File: src/rtl/octant_rom_arbiter_if.sv
// Requester and ROM-port bundle for the octant ROM arbiter.
// Handshake: a request transfers in any cycle where req_valid[i] && req_ready[i]; responses are unthrottled strobes.
interface octant_rom_arbiter_if #(
  parameter int NUM_REQ       = 4,
  parameter int ADDRESS_WIDTH = 32,
  parameter int DATA_WIDTH    = 32
);
  logic [NUM_REQ-1:0]               req_valid;
  logic [NUM_REQ*ADDRESS_WIDTH-1:0] req_addr;
  logic [NUM_REQ-1:0]               req_ready;
  logic [NUM_REQ-1:0]               resp_valid;
  logic [NUM_REQ*DATA_WIDTH-1:0]    resp_data;
  logic [NUM_REQ-1:0]               resp_err;
  logic [ADDRESS_WIDTH-1:0]         rom_addr1;
  logic [ADDRESS_WIDTH-1:0]         rom_addr2;
  logic                             rom_ren1;
  logic                             rom_ren2;
  logic [DATA_WIDTH-1:0]            rom_dout1;
  logic [DATA_WIDTH-1:0]            rom_dout2;

  modport master (
    output req_valid, req_addr, rom_dout1, rom_dout2,
    input  req_ready, resp_valid, resp_data, resp_err,
    input  rom_addr1, rom_addr2, rom_ren1, rom_ren2
  );

  modport slave (
    input  req_valid, req_addr, rom_dout1, rom_dout2,
    output req_ready, resp_valid, resp_data, resp_err,
    output rom_addr1, rom_addr2, rom_ren1, rom_ren2
  );
endinterface

File: src/rtl/octant_rom_arbiter.sv
// Round-robin arbiter sharing two ROM read ports among NUM_REQ requesters.
// Grants are combinational; each ROM word is routed back to its owner one cycle later.
module octant_rom_arbiter #(
  parameter int NUM_REQ       = 4,
  parameter int ADDRESS_WIDTH = 32,
  parameter int DATA_WIDTH    = 32,
  parameter int ROM_DEPTH     = 4306,
  localparam int PTR_W        = $clog2(NUM_REQ)
) (
  input  logic             clk,
  input  logic             rst,
  octant_rom_arbiter_if.slave bus,
  output logic [PTR_W-1:0] rr_ptr_o
);

  logic [PTR_W-1:0] rr_ptr_q, rr_ptr_d;
  logic [PTR_W-1:0] g1_idx, g2_idx, last_idx;
  logic [PTR_W:0]   scan;
  logic             g1_vld, g2_vld, g1_oor, g2_oor;
  logic [NUM_REQ-1:0] ready_d;
  logic [NUM_REQ-1:0][ADDRESS_WIDTH-1:0] addr_a;

  logic             s1_vld_q, s2_vld_q, s1_err_q, s2_err_q;
  logic [PTR_W-1:0] s1_own_q, s2_own_q;

  logic [NUM_REQ-1:0]                 resp_valid_d, resp_err_d;
  logic [NUM_REQ-1:0][DATA_WIDTH-1:0] data_d, held_q;

  assign addr_a = bus.req_addr;

  // Scan from rr_ptr with wrap; first valid takes port 1, second takes port 2.
  always_comb begin
    g1_vld  = 1'b0;
    g2_vld  = 1'b0;
    g1_idx  = '0;
    g2_idx  = '0;
    scan    = '0;
    ready_d = '0;
    for (int k = 0; k < NUM_REQ; k++) begin
      scan = {1'b0, rr_ptr_q} + (PTR_W+1)'(k);
      if (scan >= (PTR_W+1)'(NUM_REQ)) scan = scan - (PTR_W+1)'(NUM_REQ);
      if (!rst && bus.req_valid[scan[PTR_W-1:0]]) begin
        if (!g1_vld) begin
          g1_vld = 1'b1;
          g1_idx = scan[PTR_W-1:0];
        end else if (!g2_vld) begin
          g2_vld = 1'b1;
          g2_idx = scan[PTR_W-1:0];
        end
      end
    end
    if (g1_vld) ready_d[g1_idx] = 1'b1;
    if (g2_vld) ready_d[g2_idx] = 1'b1;
  end

  assign g1_oor = g1_vld && (addr_a[g1_idx] >= ADDRESS_WIDTH'(ROM_DEPTH));
  assign g2_oor = g2_vld && (addr_a[g2_idx] >= ADDRESS_WIDTH'(ROM_DEPTH));

  assign bus.req_ready = ready_d;
  assign bus.rom_ren1  = g1_vld && !g1_oor;
  assign bus.rom_ren2  = g2_vld && !g2_oor;
  assign bus.rom_addr1 = bus.rom_ren1 ? addr_a[g1_idx] : '0;
  assign bus.rom_addr2 = bus.rom_ren2 ? addr_a[g2_idx] : '0;

  always_comb begin
    last_idx = g2_vld ? g2_idx : g1_idx;
    rr_ptr_d = rr_ptr_q;
    if (g1_vld) rr_ptr_d = (last_idx == PTR_W'(NUM_REQ-1)) ? '0 : last_idx + 1'b1;
  end

  // Responses come from last cycle's slots; rst suppresses them immediately.
  always_comb begin
    resp_valid_d = '0;
    resp_err_d   = '0;
    data_d       = held_q;
    if (!rst) begin
      if (s1_vld_q) begin
        resp_valid_d[s1_own_q] = 1'b1;
        resp_err_d[s1_own_q]   = s1_err_q;
        data_d[s1_own_q]       = s1_err_q ? '0 : bus.rom_dout1;
      end
      if (s2_vld_q) begin
        resp_valid_d[s2_own_q] = 1'b1;
        resp_err_d[s2_own_q]   = s2_err_q;
        data_d[s2_own_q]       = s2_err_q ? '0 : bus.rom_dout2;
      end
    end
  end

  assign bus.resp_valid = resp_valid_d;
  assign bus.resp_err   = resp_err_d;
  assign bus.resp_data  = data_d;
  assign rr_ptr_o       = rr_ptr_q;

  always_ff @(posedge clk) begin
    if (rst) begin
      rr_ptr_q <= '0;
      s1_vld_q <= 1'b0;
      s2_vld_q <= 1'b0;
      s1_err_q <= 1'b0;
      s2_err_q <= 1'b0;
      s1_own_q <= '0;
      s2_own_q <= '0;
      held_q   <= '0;
    end else begin
      rr_ptr_q <= rr_ptr_d;
      s1_vld_q <= g1_vld;
      s2_vld_q <= g2_vld;
      s1_err_q <= g1_oor;
      s2_err_q <= g2_oor;
      s1_own_q <= g1_idx;
      s2_own_q <= g2_idx;
      held_q   <= data_d;
    end
  end

endmodule
File: src/flat_wrapper.sv
// flat-port wrapper written by rule: the top's interface ports become plain ports
module octant_rom_arbiter_flat 
#(
  parameter int NUM_REQ       = 4,
  parameter int ADDRESS_WIDTH = 32,
  parameter int DATA_WIDTH    = 32,
  parameter int ROM_DEPTH     = 4306,
  localparam int PTR_W        = $clog2(NUM_REQ)
)
  (clk, rst, rr_ptr_o, bus_req_valid, bus_req_addr, bus_rom_dout1, bus_rom_dout2, bus_req_ready, bus_resp_valid, bus_resp_data, bus_resp_err, bus_rom_addr1, bus_rom_addr2, bus_rom_ren1, bus_rom_ren2);
  octant_rom_arbiter_if #(.NUM_REQ(NUM_REQ), .ADDRESS_WIDTH(ADDRESS_WIDTH), .DATA_WIDTH(DATA_WIDTH)) bus_i ();
  input  logic clk;
  input  logic rst;
  output logic [PTR_W-1:0] rr_ptr_o;
  input wire logic [$bits(bus_i.req_valid)-1:0] bus_req_valid;
  input wire logic [$bits(bus_i.req_addr)-1:0] bus_req_addr;
  input wire logic [$bits(bus_i.rom_dout1)-1:0] bus_rom_dout1;
  input wire logic [$bits(bus_i.rom_dout2)-1:0] bus_rom_dout2;
  output wire logic [$bits(bus_i.req_ready)-1:0] bus_req_ready;
  output wire logic [$bits(bus_i.resp_valid)-1:0] bus_resp_valid;
  output wire logic [$bits(bus_i.resp_data)-1:0] bus_resp_data;
  output wire logic [$bits(bus_i.resp_err)-1:0] bus_resp_err;
  output wire logic [$bits(bus_i.rom_addr1)-1:0] bus_rom_addr1;
  output wire logic [$bits(bus_i.rom_addr2)-1:0] bus_rom_addr2;
  output wire logic [$bits(bus_i.rom_ren1)-1:0] bus_rom_ren1;
  output wire logic [$bits(bus_i.rom_ren2)-1:0] bus_rom_ren2;
  assign bus_i.req_valid = bus_req_valid;
  assign bus_i.req_addr = bus_req_addr;
  assign bus_i.rom_dout1 = bus_rom_dout1;
  assign bus_i.rom_dout2 = bus_rom_dout2;
  assign bus_req_ready = bus_i.req_ready;
  assign bus_resp_valid = bus_i.resp_valid;
  assign bus_resp_data = bus_i.resp_data;
  assign bus_resp_err = bus_i.resp_err;
  assign bus_rom_addr1 = bus_i.rom_addr1;
  assign bus_rom_addr2 = bus_i.rom_addr2;
  assign bus_rom_ren1 = bus_i.rom_ren1;
  assign bus_rom_ren2 = bus_i.rom_ren2;
  octant_rom_arbiter #(.NUM_REQ(NUM_REQ), .ADDRESS_WIDTH(ADDRESS_WIDTH), .DATA_WIDTH(DATA_WIDTH), .ROM_DEPTH(ROM_DEPTH)) u_core (.clk(clk), .rst(rst), .bus(bus_i), .rr_ptr_o(rr_ptr_o));
endmodule
File: config.mk
export PLATFORM = sky130hd
export DESIGN_NAME = octant_rom_arbiter_flat
export DESIGN_NICKNAME = d
export VERILOG_FILES = /design/src/rtl/octant_rom_arbiter_if.sv /design/src/rtl/octant_rom_arbiter.sv /design/src/flat_wrapper.sv
export SDC_FILE = /design/constraint.sdc
export NUM_CORES = 1
export LEC_CHECK = 0
export ABC_AREA = 1
export CORE_MARGIN = 1.5
export CORE_UTILIZATION = 45
export DETAILED_ROUTE_END_ITERATION = 8
export PLACE_DENSITY_LB_ADDON = 0.25
export SLEW_MARGIN = 20
export SYNTH_ARGS = -nofsm -noshare
export SYNTH_HDL_FRONTEND = slang
export SYNTH_SLANG_ARGS = --single-unit
File: constraint.sdc
create_clock -name clk -period 4.54 [get_ports clk]
set_input_delay 0.908 -clock clk [delete_from_list [all_inputs] [get_ports clk]]
set_output_delay 0.908 -clock clk [all_outputs]
set_load 0.005 [all_outputs]
==> impl_metrics.toml <==
[run_status]
status = "complete, but fails checks"
violations = "negative setup slack"

[place]
post-dp-hpwl_um = 33500
io_buffers = 367
pre_cts_ws_ps = -934
place.gp.congestion = 0.994

[clock_tree]
clock_latency_ps = 430
htree_levels = 4
cts_tree = "done"
clkTransAtPathRegs_ps = 60
root_buffer = "clkbuf_16"
hold_buffers = 0
numCtsBuffers = 17
numClockSinks = 138
cts_buffer_depth = 2

[power]
leakagePower_nw = 7.94
seq_power_share_pct = 13.9
p_switching_mw = 6.24
power.internal_mw = 6.97
swShare_pct = 47.3
power_frac_comb_pct = 75.5
irDropWorstVdd_v = 0.000474
p_clk_share_pct = 10.5
p_per_area_mw_per_mm2 = 763

[floorplanning]
io_pins = 406
start_util_pct = 46.2
dieArea_sq_mm = 0.0261
core_sq_mm = 0.0245
die-width_um = 161
die_h_um = 161
rows = 57

[finish]
syn_to_final_growth_pct = 53.1
drive_gt1_share_pct = 15.9
diodes = 0
final_cell_mix = "nand2_1, clkdlybuf4s50_1, inv_1"
mostFrequentLayoutCell = "nand2_1"
final_nets = 2480

[global_route]
grtUsageTotal_pct = 34.7
grt_max_degree = 203
grt_pass1_vias = 13592
grt_antenna_before_repair = 1
grt_first_pass_wirelength_um = 71700
grt-ovfl-total = 0

[worst_setup_path]
worstPathRequired_ps = 3630
startpoint_type = "flip-flop"
critPathMaxFanout = 6
cp_common_cell = "nand2_2"
worst_setup_path_end_kind = "output port"
crit_type = "reg -> out"
arrival_ps = 3700
path_buf_inv = 9
cp_top_family = "simple AND/OR/NAND/NOR gates"
slowest_delay_ps = 430
crit_slowest_cell = "dfxtp_4"

[detailed_routing]
dr.pass1.iters = 6
drc_errors = 0
wl_per_cell_um = 18.1
vias = 14444
drt_iter0_markers = 1562
ant_nets = 0
via_per_inst = 5.52
wl_um = 47400

[logic_synthesis]
syn_area_per_cell_sq_um = 6.09
synth.cell_area_sq_mm = 0.0113
ys_seq_area_share_pct = 24.4
ys_ff_latch = 138
synth_warnings = 0
synthCells = 1857
synth_cell_types = 40

[timing]
hold_violations = 0
tightest_slew_ps = 1060
whs_ps = 465
rsz0062_at_grt = "yes"
setup_viol = 13
fin_crit_ps = 4610
min_period_over_period_pct = 101
worst_slack_ps = -67.7
skew_ps = 14.1
drv_slew = 0
slew_headroom_pct = 29.1
max_freq_mhz = 217

[min_path]
worstHoldPathType = "reg -> reg"

[job]
drv_cap = 0
-- worst register-to-register path, delay by kind of cell (launching register included) --
| kind | cells | cell delay [ps] |
|---|---|---|
| and+or+nand+nor | 17 | 1510 |
| buffers and inverters | 7 | 950 |
| DFF | 1 | 430 |
| AOI/OAI and AO/OA | 1 | 250 |
-- cells by family after synthesis --
group	synth area share [%]
flip-flops	24.4
other	0.0332
AO/OA/AOI/OAI	26.6
AND/OR/NAND/NOR	30.6
adder cells (fa/ha/maj)	0.221
buffers and inverters	18.2
-- registers in the layout, indices dropped and copies added (netlist names) --
register	cells
u_core.s1_err_q	1
u_core.rr_ptr_o	2
u_core.s2_vld_q	1
u_core.s2_own_q	2
u_core.s2_err_q	1
u_core.s1_vld_q	1
u_core.held_q	128
u_core.s1_own_q	2
-- power by group through the flow --
stage	registers (mW)	logic, mW	clock network, mW
floorplan	1.81	4.70	0
global placement	1.83	8.60	0
detailed placement	1.85	8.71	0
CTS	1.84	9.48	1.40
global route	1.88	10.8	1.45
finish	1.84	9.97	1.39
-- cell usage after synthesis (all sizes together) --
cell     instances  share of area, %
a2111oi          1             0.078
a211oi           1             0.066
a21boi           1             0.066
a21o             1             0.066
a21oi           73               3.2
a221oi           2              0.16
a311oi          62               4.8
a31oi            1             0.055
buf             76               4.9
clkbuf          89               3.0
clkinv           6              0.21
conb             1             0.033
dfxtp          138                24
ha               2              0.22
inv            303                10
nand2          495                17
nand3           99               4.8
nand3b           9              0.60
nand4            4              0.22
nor2           127               4.8
nor3            69               3.1
o21ai           98               4.3
o21bai         126               8.4
o221ai          62               4.8
o22ai           10              0.55
or2              1             0.055
-- per-layer routing --
metal  GRT usage [%]  vias up  wire length, um
met1            42.2     6614            18400
met4            16.5        2             1870
met3            7.32      133             4510
met5               0        -               13
met2            58.1      844            22600
li1                -     6851                -
-- what timing repair did --
item                                    CTS  global route
buffers inserted                         30            19
pin swaps                                39            55
endpoints found under the setup margin  102            60
gates resized for setup                 179           118
gates cloned                              7             0
-- final cells by class --
type / count / area (sq um)
Multi-Input combinational cell: 1283 / 7110
Clock inverter: 14 / 151
Sequential cell: 138 / 2770
Tap cell: 324 / 405
Clock buffer: 18 / 429
Fill cell: 2075 / 7150
Timing Repair Buffer: 531 / 5240
Inverter: 309 / 1200
-- final timing paths --
path / start / endpoint / cells after the start / slack, ps
setup reg to reg: u_core.rr_ptr_o[0] / u_core.s1_err_q / 25 / 1310
hold / removal: u_core.held_q[0] / u_core.held_q[0] / 2 / 470
setup / recovery: u_core.rr_ptr_o[0] / bus_rom_addr1[9] / 27 / -70
hold reg to reg: u_core.held_q[0] / u_core.held_q[0] / 2 / 470
-- through the flow --
stage | utilization [%] | TNS (ps) | power, mW | instance area, sq um | std cells
6_report | 70.8 | -504 | 13.2 | 17300 | 2617
5_1_grt | 70.8 | -4390 | 14.1 | 17300 | 2617
3_5_place_dp | 64.1 | -25510 | 10.6 | 15700 | 2532
3_3_place_gp | 64.1 | -20670 | 10.4 | 15700 | 2532
4_1_cts | 69.2 | -389 | 12.7 | 16900 | 2600
2_1_floorplan | - | 0 | 6.51 | 11400 | 1894
Note: power is estimated with default switching activity, not from simulation.
